--- config.mk ---
export PLATFORM = sky130hd
export DESIGN_NAME = mem_arbiter_flat
export DESIGN_NICKNAME = d
export VERILOG_FILES = /design/src/rtl/mem_arbiter_if.sv /design/src/rtl/mem_arbiter.sv /design/src/flat_wrapper.sv
export SDC_FILE = /design/constraint.sdc
export NUM_CORES = 1
export LEC_CHECK = 0
export BUFFER_PORTS_ARGS = -buffer_cell sky130_fd_sc_hd__buf_2
export CORE_AREA = 2 2 229 231
export DETAILED_ROUTE_END_ITERATION = 6
export DIE_AREA = 0 0 231 233
export GPL_TIMING_DRIVEN = 0
export SLEW_MARGIN = 20
export SYNTH_ARGS = -nofsm -noshare
export SYNTH_HDL_FRONTEND = slang
export SYNTH_SLANG_ARGS = --single-unit
--- constraint.sdc ---
create_clock -name clk -period 3.98 [get_ports clk]
set_clock_uncertainty 0.15 [all_clocks]
set_input_delay 0.796 -clock clk [delete_from_list [all_inputs] [get_ports clk]]
set_output_delay 0.796 -clock clk [all_outputs]
set_load 0.02 [all_outputs]
--- src/rtl/mem_arbiter_if.sv ---
// mem_arbiter_if: bundles the two requester ports (cpu_*, ldr_*) and the
// unified memory port (mem_*) of mem_arbiter.
//
// Modports
//   slave  : the arbiter's view. Takes requests from cpu/ldr and returns
//            rdata/ready. Drives the memory address/data/strobe and takes
//            mem_rdata.
//   master : the environment's view (core, loader, memory model).
//
// Signals
//   cpu_req/ldr_req            request, level
//   cpu_adr/ldr_adr      [N]   request address
//   cpu_wdata/ldr_wdata  [N]   request write data
//   cpu_memwrite/...     [2]   00 = read, nonzero = write code
//   cpu_dtype/ldr_dtype        access size
//   cpu_rdata/ldr_rdata  [N]   registered read data per requester
//   cpu_ready/ldr_ready        one-cycle completion pulse
//   mem_adr/mem_wdata    [N]   memory address / write data
//   mem_memwrite         [2]   memory write strobe code
//   mem_dtype                  memory access size
//   mem_rdata            [N]   memory read data
interface mem_arbiter_if #(
   parameter int unsigned N = 64
);
   logic         cpu_req;
   logic [N-1:0] cpu_adr;
   logic [N-1:0] cpu_wdata;
   logic [1:0]   cpu_memwrite;
   logic         cpu_dtype;
   logic [N-1:0] cpu_rdata;
   logic         cpu_ready;

   logic         ldr_req;
   logic [N-1:0] ldr_adr;
   logic [N-1:0] ldr_wdata;
   logic [1:0]   ldr_memwrite;
   logic         ldr_dtype;
   logic [N-1:0] ldr_rdata;
   logic         ldr_ready;

   logic [N-1:0] mem_adr;
   logic [N-1:0] mem_wdata;
   logic [1:0]   mem_memwrite;
   logic         mem_dtype;
   logic [N-1:0] mem_rdata;

   modport slave (
      input  cpu_req, cpu_adr, cpu_wdata, cpu_memwrite, cpu_dtype,
      output cpu_rdata, cpu_ready,
      input  ldr_req, ldr_adr, ldr_wdata, ldr_memwrite, ldr_dtype,
      output ldr_rdata, ldr_ready,
      output mem_adr, mem_wdata, mem_memwrite, mem_dtype,
      input  mem_rdata
   );

   modport master (
      output cpu_req, cpu_adr, cpu_wdata, cpu_memwrite, cpu_dtype,
      input  cpu_rdata, cpu_ready,
      output ldr_req, ldr_adr, ldr_wdata, ldr_memwrite, ldr_dtype,
      input  ldr_rdata, ldr_ready,
      input  mem_adr, mem_wdata, mem_memwrite, mem_dtype,
      output mem_rdata
   );
endinterface

--- src/rtl/mem_arbiter.sv ---
// mem_arbiter: shares the single unified memory port between the MIPS core
// (cpu_*) and the program loader / debug master (ldr_*). One transaction is
// accepted at a time, its request fields are latched, the memory is driven
// for the duration of the access and ready/read data go back to the
// requester that issued it.
//
// Parameters
//   N        data and address width
//   MEM_LAT  memory read latency in cycles, legal range 1..7
//
// Ports
//   clk    clock, all logic on the rising edge
//   reset  synchronous, active-high reset
//   bus    mem_arbiter_if.slave: cpu_*, ldr_* requester ports and mem_* port
//   busy   high whenever the FSM is not idle
//   owner  last granted requester, 0 = cpu, 1 = ldr
//
// Configuration
//   MEM_ARB_CPU_PRIO_EN  when defined, cpu wins every tie (fixed priority);
//                        otherwise ties are resolved round-robin.
module mem_arbiter #(
   parameter int unsigned N       = 64,
   parameter int unsigned MEM_LAT = 1
) (
   input  logic         clk,
   input  logic         reset,
   mem_arbiter_if.slave bus,
   output logic         busy,
   output logic         owner
);

   typedef enum logic [1:0] {
      s_idle,
      s_access,
      s_wait,
      s_resp
   } state_e;

   // WAIT lasts MEM_LAT cycles; rdata is captured in the last one
   localparam logic [2:0] CntLoad = 3'(MEM_LAT - 1);

   state_e       state_q, state_d;
   logic [N-1:0] adr_q, adr_d;
   logic [N-1:0] wdata_q, wdata_d;
   logic [1:0]   memwrite_q, memwrite_d;
   logic         dtype_q, dtype_d;
   logic         owner_q, owner_d;
   logic [2:0]   cnt_q, cnt_d;
   logic [N-1:0] cpu_rdata_q, cpu_rdata_d;
   logic [N-1:0] ldr_rdata_q, ldr_rdata_d;

   logic         any_req;
   logic         grant_ldr;

   assign any_req = bus.cpu_req | bus.ldr_req;

   // grant_ldr is only consulted when any_req is high
`ifdef MEM_ARB_CPU_PRIO_EN
   assign grant_ldr = ~bus.cpu_req;
`else
   // On a tie the requester that did not own the last grant wins
   assign grant_ldr = bus.ldr_req & (~bus.cpu_req | ~owner_q);
`endif

   always_comb begin
      state_d     = state_q;
      adr_d       = adr_q;
      wdata_d     = wdata_q;
      memwrite_d  = memwrite_q;
      dtype_d     = dtype_q;
      owner_d     = owner_q;
      cnt_d       = cnt_q;
      cpu_rdata_d = cpu_rdata_q;
      ldr_rdata_d = ldr_rdata_q;

      unique case (state_q)
         s_idle: begin
            if (any_req) begin
               state_d = s_access;
               owner_d = grant_ldr;
               if (grant_ldr) begin
                  adr_d      = bus.ldr_adr;
                  wdata_d    = bus.ldr_wdata;
                  memwrite_d = bus.ldr_memwrite;
                  dtype_d    = bus.ldr_dtype;
               end else begin
                  adr_d      = bus.cpu_adr;
                  wdata_d    = bus.cpu_wdata;
                  memwrite_d = bus.cpu_memwrite;
                  dtype_d    = bus.cpu_dtype;
               end
            end
         end

         s_access: begin
            if (memwrite_q != 2'b00) begin
               state_d = s_resp;
            end else begin
               cnt_d   = CntLoad;
               state_d = s_wait;
            end
         end

         s_wait: begin
            if (cnt_q == 3'd0) begin
               state_d = s_resp;
               if (owner_q) begin
                  ldr_rdata_d = bus.mem_rdata;
               end else begin
                  cpu_rdata_d = bus.mem_rdata;
               end
            end else begin
               cnt_d = cnt_q - 3'd1;
            end
         end

         s_resp: begin
            state_d = s_idle;
         end

         default: begin
            state_d = s_idle;
         end
      endcase
   end

   always_ff @(posedge clk) begin
      if (reset) begin
         state_q     <= s_idle;
         adr_q       <= '0;
         wdata_q     <= '0;
         memwrite_q  <= 2'b00;
         dtype_q     <= 1'b0;
         owner_q     <= 1'b1;
         cnt_q       <= 3'd0;
         cpu_rdata_q <= '0;
         ldr_rdata_q <= '0;
      end else begin
         state_q     <= state_d;
         adr_q       <= adr_d;
         wdata_q     <= wdata_d;
         memwrite_q  <= memwrite_d;
         dtype_q     <= dtype_d;
         owner_q     <= owner_d;
         cnt_q       <= cnt_d;
         cpu_rdata_q <= cpu_rdata_d;
         ldr_rdata_q <= ldr_rdata_d;
      end
   end

   // Address/data/size hold the last latched request, also through idle
   assign bus.mem_adr      = adr_q;
   assign bus.mem_wdata    = wdata_q;
   assign bus.mem_dtype    = dtype_q;
   // Strobe only during the single access cycle; reads latch code 00
   assign bus.mem_memwrite = (state_q == s_access) ? memwrite_q : 2'b00;

   assign bus.cpu_ready = (state_q == s_resp) & ~owner_q;
   assign bus.ldr_ready = (state_q == s_resp) & owner_q;
   assign bus.cpu_rdata = cpu_rdata_q;
   assign bus.ldr_rdata = ldr_rdata_q;

   assign busy  = (state_q != s_idle);
   assign owner = owner_q;

`ifndef SYNTHESIS
   a_one_ready : assert property (@(posedge clk) disable iff (reset)
      !(bus.cpu_ready && bus.ldr_ready));
   a_ready_in_resp : assert property (@(posedge clk) disable iff (reset)
      (bus.cpu_ready || bus.ldr_ready) |-> (state_q == s_resp));
   a_strobe_in_access : assert property (@(posedge clk) disable iff (reset)
      (bus.mem_memwrite != 2'b00) |-> (state_q == s_access));
`endif

endmodule

--- src/flat_wrapper.sv ---
// flat-port wrapper written by rule: the top's interface ports become plain ports
module mem_arbiter_flat 
#(
   parameter int unsigned N       = 64,
   parameter int unsigned MEM_LAT = 1
)
  (clk, reset, busy, owner, bus_cpu_req, bus_cpu_adr, bus_cpu_wdata, bus_cpu_memwrite, bus_cpu_dtype, bus_cpu_rdata, bus_cpu_ready, bus_ldr_req, bus_ldr_adr, bus_ldr_wdata, bus_ldr_memwrite, bus_ldr_dtype, bus_ldr_rdata, bus_ldr_ready, bus_mem_adr, bus_mem_wdata, bus_mem_memwrite, bus_mem_dtype, bus_mem_rdata);
  mem_arbiter_if #(.N(N)) bus_i ();
  input  logic clk;
  input  logic reset;
  output logic busy;
  output logic owner;
  input wire logic [$bits(bus_i.cpu_req)-1:0] bus_cpu_req;
  input wire logic [$bits(bus_i.cpu_adr)-1:0] bus_cpu_adr;
  input wire logic [$bits(bus_i.cpu_wdata)-1:0] bus_cpu_wdata;
  input wire logic [$bits(bus_i.cpu_memwrite)-1:0] bus_cpu_memwrite;
  input wire logic [$bits(bus_i.cpu_dtype)-1:0] bus_cpu_dtype;
  output wire logic [$bits(bus_i.cpu_rdata)-1:0] bus_cpu_rdata;
  output wire logic [$bits(bus_i.cpu_ready)-1:0] bus_cpu_ready;
  input wire logic [$bits(bus_i.ldr_req)-1:0] bus_ldr_req;
  input wire logic [$bits(bus_i.ldr_adr)-1:0] bus_ldr_adr;
  input wire logic [$bits(bus_i.ldr_wdata)-1:0] bus_ldr_wdata;
  input wire logic [$bits(bus_i.ldr_memwrite)-1:0] bus_ldr_memwrite;
  input wire logic [$bits(bus_i.ldr_dtype)-1:0] bus_ldr_dtype;
  output wire logic [$bits(bus_i.ldr_rdata)-1:0] bus_ldr_rdata;
  output wire logic [$bits(bus_i.ldr_ready)-1:0] bus_ldr_ready;
  output wire logic [$bits(bus_i.mem_adr)-1:0] bus_mem_adr;
  output wire logic [$bits(bus_i.mem_wdata)-1:0] bus_mem_wdata;
  output wire logic [$bits(bus_i.mem_memwrite)-1:0] bus_mem_memwrite;
  output wire logic [$bits(bus_i.mem_dtype)-1:0] bus_mem_dtype;
  input wire logic [$bits(bus_i.mem_rdata)-1:0] bus_mem_rdata;
  assign bus_i.cpu_req = bus_cpu_req;
  assign bus_i.cpu_adr = bus_cpu_adr;
  assign bus_i.cpu_wdata = bus_cpu_wdata;
  assign bus_i.cpu_memwrite = bus_cpu_memwrite;
  assign bus_i.cpu_dtype = bus_cpu_dtype;
  assign bus_cpu_rdata = bus_i.cpu_rdata;
  assign bus_cpu_ready = bus_i.cpu_ready;
  assign bus_i.ldr_req = bus_ldr_req;
  assign bus_i.ldr_adr = bus_ldr_adr;
  assign bus_i.ldr_wdata = bus_ldr_wdata;
  assign bus_i.ldr_memwrite = bus_ldr_memwrite;
  assign bus_i.ldr_dtype = bus_ldr_dtype;
  assign bus_ldr_rdata = bus_i.ldr_rdata;
  assign bus_ldr_ready = bus_i.ldr_ready;
  assign bus_mem_adr = bus_i.mem_adr;
  assign bus_mem_wdata = bus_i.mem_wdata;
  assign bus_mem_memwrite = bus_i.mem_memwrite;
  assign bus_mem_dtype = bus_i.mem_dtype;
  assign bus_i.mem_rdata = bus_mem_rdata;
  mem_arbiter #(.N(N), .MEM_LAT(MEM_LAT)) u_core (.clk(clk), .reset(reset), .bus(bus_i), .busy(busy), .owner(owner));
endmodule
==> Word level (Yosys, flattened, before mapping) <==
Index checks and enable logic that the tools add are counted.
{ "word_totals": {"input_bits": 330, "register_bits": 265, "out_inout_bits": 263, "elab_cells": 46} }
{ "op_classes": {"eq_ne": 7, "add_sub_neg": 1, "bitwise": 7, "n_mux": 12, "reduce_logical": 10} }
{ "op_table": {"columns": ["operator", "count"], "rows": [
  ["2-to-1 mux 64 bit", 2],
  ["AND reduction 3 bit", 3],
  ["2-to-1 mux 2 bit", 4],
  ["case mux 2 bit (4 select lines)", 1],
  ["2-to-1 mux 3 bit", 2],
  ["case mux 3 bit (2 select lines)", 1],
  ["nonzero test 2 bit", 3],
  ["equality test 2 bit (second input constant)", 2],
  ["inequality test 2 x 1 -> 1 bit (second input constant)", 2],
  ["inequality test 2 bit (second input constant)", 2],
  ["AND reduction 2 bit", 2],
  ["AND 1 bit", 3],
  ["logical NOT 3 bit", 1],
  ["subtractor 3 x 1 -> 3 bit (second input constant)", 1],
  ["equality test 2 x 1 -> 1 bit (second input constant)", 1],
  ["logical NOT 2 bit", 1],
  ["2-to-1 mux 1 bit", 2],
  ["NOT 1 bit", 2],
  ["bitwise OR 1 bit", 2]
]} }

==> Longest topological paths before layout <==
{ "depth": {"depth_word": 4, "ltp_mapped": 8, "ltp_nobuf": 6} }

==> Worst setup path before layout <==
No wires, ideal clock.
{ "synth_timing": {"path_type": "input -> register", "startpoint": "input port bus_ldr_req", "endpoint": "register u_core.adr_q[57], in the netlist u_core.bus.mem_adr[57]", "t_required_ns": 3.692, "path_slack_ns": 2.078, "stages": 6, "arrival_time_ns": 1.615, "cell_sequence": "a21boi_1 > buf_4 > buf_12 > buf_8 > mux2i_1 > a211oi_1"} }
{ "synth_via": {"elab_chain_len": 2} }
{ "synth_rtl": {"columns": ["item", "line_no", "text"], "rows": [
  ["from (decl)", "flat_wrapper.sv:20", "input wire logic [$bits(bus_i.ldr_req)-1:0] bus_ldr_req;"],
  ["AND 1 bit or bitwise OR 1 bit (tied branches)", "mem_arbiter.sv:62, mem_arbiter.sv:55", null],
  ["2-to-1 mux 64 bit or AND reduction 2 bit (tied branches)", null, null],
  ["to (signal assigned)", "mem_arbiter.sv:140", "adr_q <= adr_d;"],
  ["to (decl)", "mem_arbiter.sv:43", "logic [N-1:0] adr_q, adr_d;"]
]} }
Parallel ways exist; a longest one is shown, timed or not.
A chain may end at the register's enable or synchronous reset.

==> Worst setup path in the final report <==
{ "layout_timing": {"startpoint": "register u_core.state_q[0]", "endpoint": "register u_core.adr_q[5], in the netlist u_core.bus.mem_adr[5]"} }
{ "layout_via": {"elab_chain_len": 2} }
{ "layout_rtl": {"columns": ["item", "line_no", "text"], "rows": [
  ["from (decl)", "mem_arbiter.sv:42", "state_e state_q, state_d;"],
  ["from (signal assigned)", "mem_arbiter.sv:129", "state_q <= s_idle;"],
  ["from (signal assigned)", "mem_arbiter.sv:139", "state_q <= state_d;"],
  ["logical NOT 2 bit", "mem_arbiter.sv:76", "unique case (state_q)"],
  ["AND reduction 2 bit (no line)", null, null]
]} }
Every way passes these cells.

==> metrics.md <==
| Metric | Value |
|---|---|
| Simple-Gate Fraction of Synth Area | 15.12% |
| Clock latency at the later pin of the worst-skew pair | 0.58 ns |
| WP data required | 4.23 ns |
| Flop pwr share | 33.5% |
| Routed vias/inst | 4.363 |
| Maximum clock path buffer count | 3 |
| Remaining DRCs | 0 |
| Crit-path cells | inv_1 > ha_1 > inv_2 > nor2_4 > buf_2 > clkbuf_1 > a211oi_1 |
| Cell internal pwr | 6.594 mW |
| First DRT Iteration DRCs | 437 |
| Via count | 10.98k |
| Flop and latch count out of synthesis | 265 |
| CP Data Arrival Time | 2.83 ns |
| Mapped Nets | 1526 |
| Die area | 53820 um2 |
| Finished Cell Area | 15440 um2 |
| Initial DRT Pass Iterations | 5 |
| NetSw | 4.578 mW |
| Die extent in x | 231 um |
| Row cnt | 83 |
| Antenna violations before repair | 3 |
| Yosys top cell by area | dfxtp_1 |
| Compound-Gate Fraction of Synth Area | 16.00% |
| Maxcap violations | 0 |
| Fmax | 0.3873 GHz |
| Unrepaired setup endpoints after global routing | no |
| Clock share of power | 26.2% |
| Post-Synth Adder-Cell Area | 0.8283% |
| Layout area overhead | 45.98% |
| Final Hold Viols | 0 |
| Buf/Inv on CP | 4 |
| Leak pwr | roughly 7 nW |
| Largest net degree at the start of global routing | 15 |
| Register area share after synthesis | ~50% |
| Power Density | 723.7 nW/um2 |
| Fin crit share | 64.88% |
| Critical Path Slowest Stage Cell | clkbuf_1 |
| Fin. max-slew vios | 0 |
| CTS clock-pin slew for the worst setup and hold paths | 0.06 ns |
| Crit path time final | approximately 2.6 ns |
| Multiplexer area fraction after synthesis | 12.50% |
| Top cells by area, synth | dfxtp_1, mux2i_1, a211oi_1 |
| Root buf cell | clkbuf_16 |
| Placed Area | 14380 um2 |
| Placer congestion estimate | 0.9491 |
| Netlist Area Pre-Place | between 10000 and 15000 um2 |
| DRT antenna net count | 0 |
| Combinational family with the most area after synthesis | compound AO/OA/AOI/OAI gates |
| Gate power share | 40.3% |
| Synth Flop Type | dfxtp_1 |
| Post-DR wirelength/cell | 18.76 um |
| Hold path startpoint | u_core.bus.ldr_rdata[45] |
| Num ports | 593 |
| H-tree depth | 1 |
| Synth top area share | 50.17% |
| Wire length of the first global-routing pass | 66.07 mm |
| PortBufs | 591 |
| CTS tree | done |
| Cell variety after synth | 30 |
| GRT overflow | 0 |
| FFs w/ async S/R, synth | 0% |
| Most common cell in the netlist | dfxtp_1 |
| Number of global-route vias before repair | ~11k |
| Max stage delay on crit path | approximately 0.57 ns |
| Detailed Place HPWL | around 39 mm |
| Largest fanout on the critical path | 10 |
| RR Endpoint | u_core.bus.mem_adr[5] |
| Starting density of the core | 20.69% |
| VDD IR max | 0.0003291 V |
| Worst min path class | flop to flop |
| NumNets Final | 2148 |
| Hold depth | 2 |
| Slew @ Worst Pin | just under 1 ns |
| Reg2reg start | u_core.state_q[0] |
| Cells after Synth | 1189 |
| GRT Total Usage | 16.40% |
| Worst Hold End | u_core.bus.ldr_rdata[45] |
| Post-cts sizing count | 0 |
| Sink Count | 265 |
| Core area | 51090 um2 |
| Slew HR | between 30% and 40% |
| WS Path Type | flop to flop |
| EDFF count, synth | 0 |
| Die H | 233 um |
| Post-CTS Repair Setup Buffers | 0 |
| R2R setup slack | 1.40 ns |
| CTS Hold Bufs | 0 |
| Mean Syn Cell Area | between 8 and 9 um2 |
| Crit path depth | 7 |
| YS warnings | 0 |
| Setup TNS | 0 ns |
| Critical path's top delay family | buffers and inverters |
| Post-synthesis xor/xnor area fraction | 0% |
| Fraction of layout cells with a size suffix above 1 | a little under two fifths |
| Most frequent cells after synthesis | dfxtp_1, nand2_1, nor2_1 |
| CTS buffer count | 29 |
| Critical Path Start Type | flop |
| Setup violation total in the final timing report | 0 |
| Total Routed Length | roughly 47 mm |
| Worst setup EP type | flop |
| Status | complete, no violations |
| R2R cell count | 7 |
| Sw frac | 40.98% |
| Fin util | 30.21% |
==> registers in the layout, summed over array words and instances, names as in the netlist <==
register              flops
u_core.bus.mem_wdata     64
u_core.owner              1
u_core.state_q            2
u_core.memwrite_q         2
u_core.bus.mem_adr       64
u_core.bus.ldr_rdata     64
u_core.bus.cpu_rdata     64
u_core.cnt_q              3
u_core.bus.mem_dtype      1
==> cell usage in the layout, fill, tap and decap left out <==
cell type	n
buf_8	9
ha_1	7
clkbuf_8	8
buf_2	625
buf_4	5
nand2_1	260
a21oi_1	132
o21ai_0	3
buf_1	6
clkbuf_16	29
a311o_1	1
clkinv_4	1
nor2_4	1
inv_1	5
a21boi_1	1
nor2_2	2
nand2b_1	2
or2_2	1
mux2i_1	132
clkbuf_2	1
a22oi_1	1
dfxtp_1	265
nand3b_1	1
nand3_1	2
a211oi_1	132
nor2_1	133
nor2b_1	2
or3_1	2
clkinv_2	4
inv_2	1
and4b_1	1
diode_2	4
inv_6	1
nor4bb_1	1
clkbuf_1	47
and2_1	3
bufinv_16	5
buf_12	1
==> power by group through the flow <==
| stage | registers, mW | clock network (mW) | logic [mW] |
|---|---|---|---|
| final | 3.75 | 2.93 | 4.50 |
| after global routing | 3.82 | 3.11 | 4.87 |
| after detailed placement | 3.80 | 0 | 4.54 |
| after global placement | 3.77 | 0 | 4.49 |
| after CTS | 3.74 | 3.00 | 4.55 |
| after floorplan | 4.57 | 0 | 1.90 |
==> logic make-up (layout without fill, tap and decap cells) <==
| group | count (synthesis) | in the layout |
|---|---|---|
| buffers and inverters | 104 | 748 |
| adder cells (fa/ha/maj) | 7 | 7 |
| multiplexers | 132 | 132 |
| AND/OR/NAND/NOR | 411 | 411 |
| AO/OA/AOI/OAI | 270 | 270 |
| flip-flops | 265 | 265 |
| other | 0 | 4 |
==> final cells by class <==
cell class	instances	area (um2)
Antenna cell	4	10.01
Multi-Input combinational cell	820	4700
Tap cell	680	850.8
Inverter	6	22.52
Clock buffer	42	854.6
Buffer	98	548.0
Fill cell	5569	35660
Timing Repair Buffer	591	2958
Sequential cell	265	5305
Clock inverter	11	187.7
==> worst reg2reg max path: stages, from the launching register on <==
cell and delay [ns]:
dfxtp_1 0.35, inv_1 0.13, ha_1 0.26, inv_2 0.07, nor2_4 0.34, buf_2 0.40, clkbuf_1 0.58, a211oi_1 0.16
==> per-stage QoR <==
step	instances	hold WS, ns	setup WS (ns)	power (mW)
3_3_place_gp	2460	0.2875	1.097	8.253
3_5_place_dp	2460	0.2935	1.110	8.339
6_report	2517	0.3022	1.398	11.17
5_1_grt	2515	0.3002	1.141	11.80
2_1_floorplan	1189	0.2819	2.078	6.469
4_1_cts	2513	0.2919	1.278	11.30
==> worst max-delay path by stage <==
stage,startpoint,end
after CTS,u_core.state_q[0],u_core.bus.mem_adr[5]
after detailed placement,bus_cpu_req,u_core.bus.mem_adr[5]
final,u_core.state_q[0],u_core.bus.mem_adr[5]
after global placement,bus_cpu_req,u_core.memwrite_q[1]
after global routing,u_core.state_q[0],u_core.bus.mem_adr[5]
after floorplan,bus_ldr_req,u_core.bus.mem_adr[57]
==> routing by layer <==
metal	vias up	share of wire [%]	global-route usage [%]	routed length (um)
met2	510	49	28.99	22930
met1	5047	39	18.42	18290
met5	-	0	0	0
met4	0	5.9	9.395	2793
li1	5336	-	-	-
met3	89	6.8	3.137	3206
Note: power is estimated with default switching activity, not from simulation.
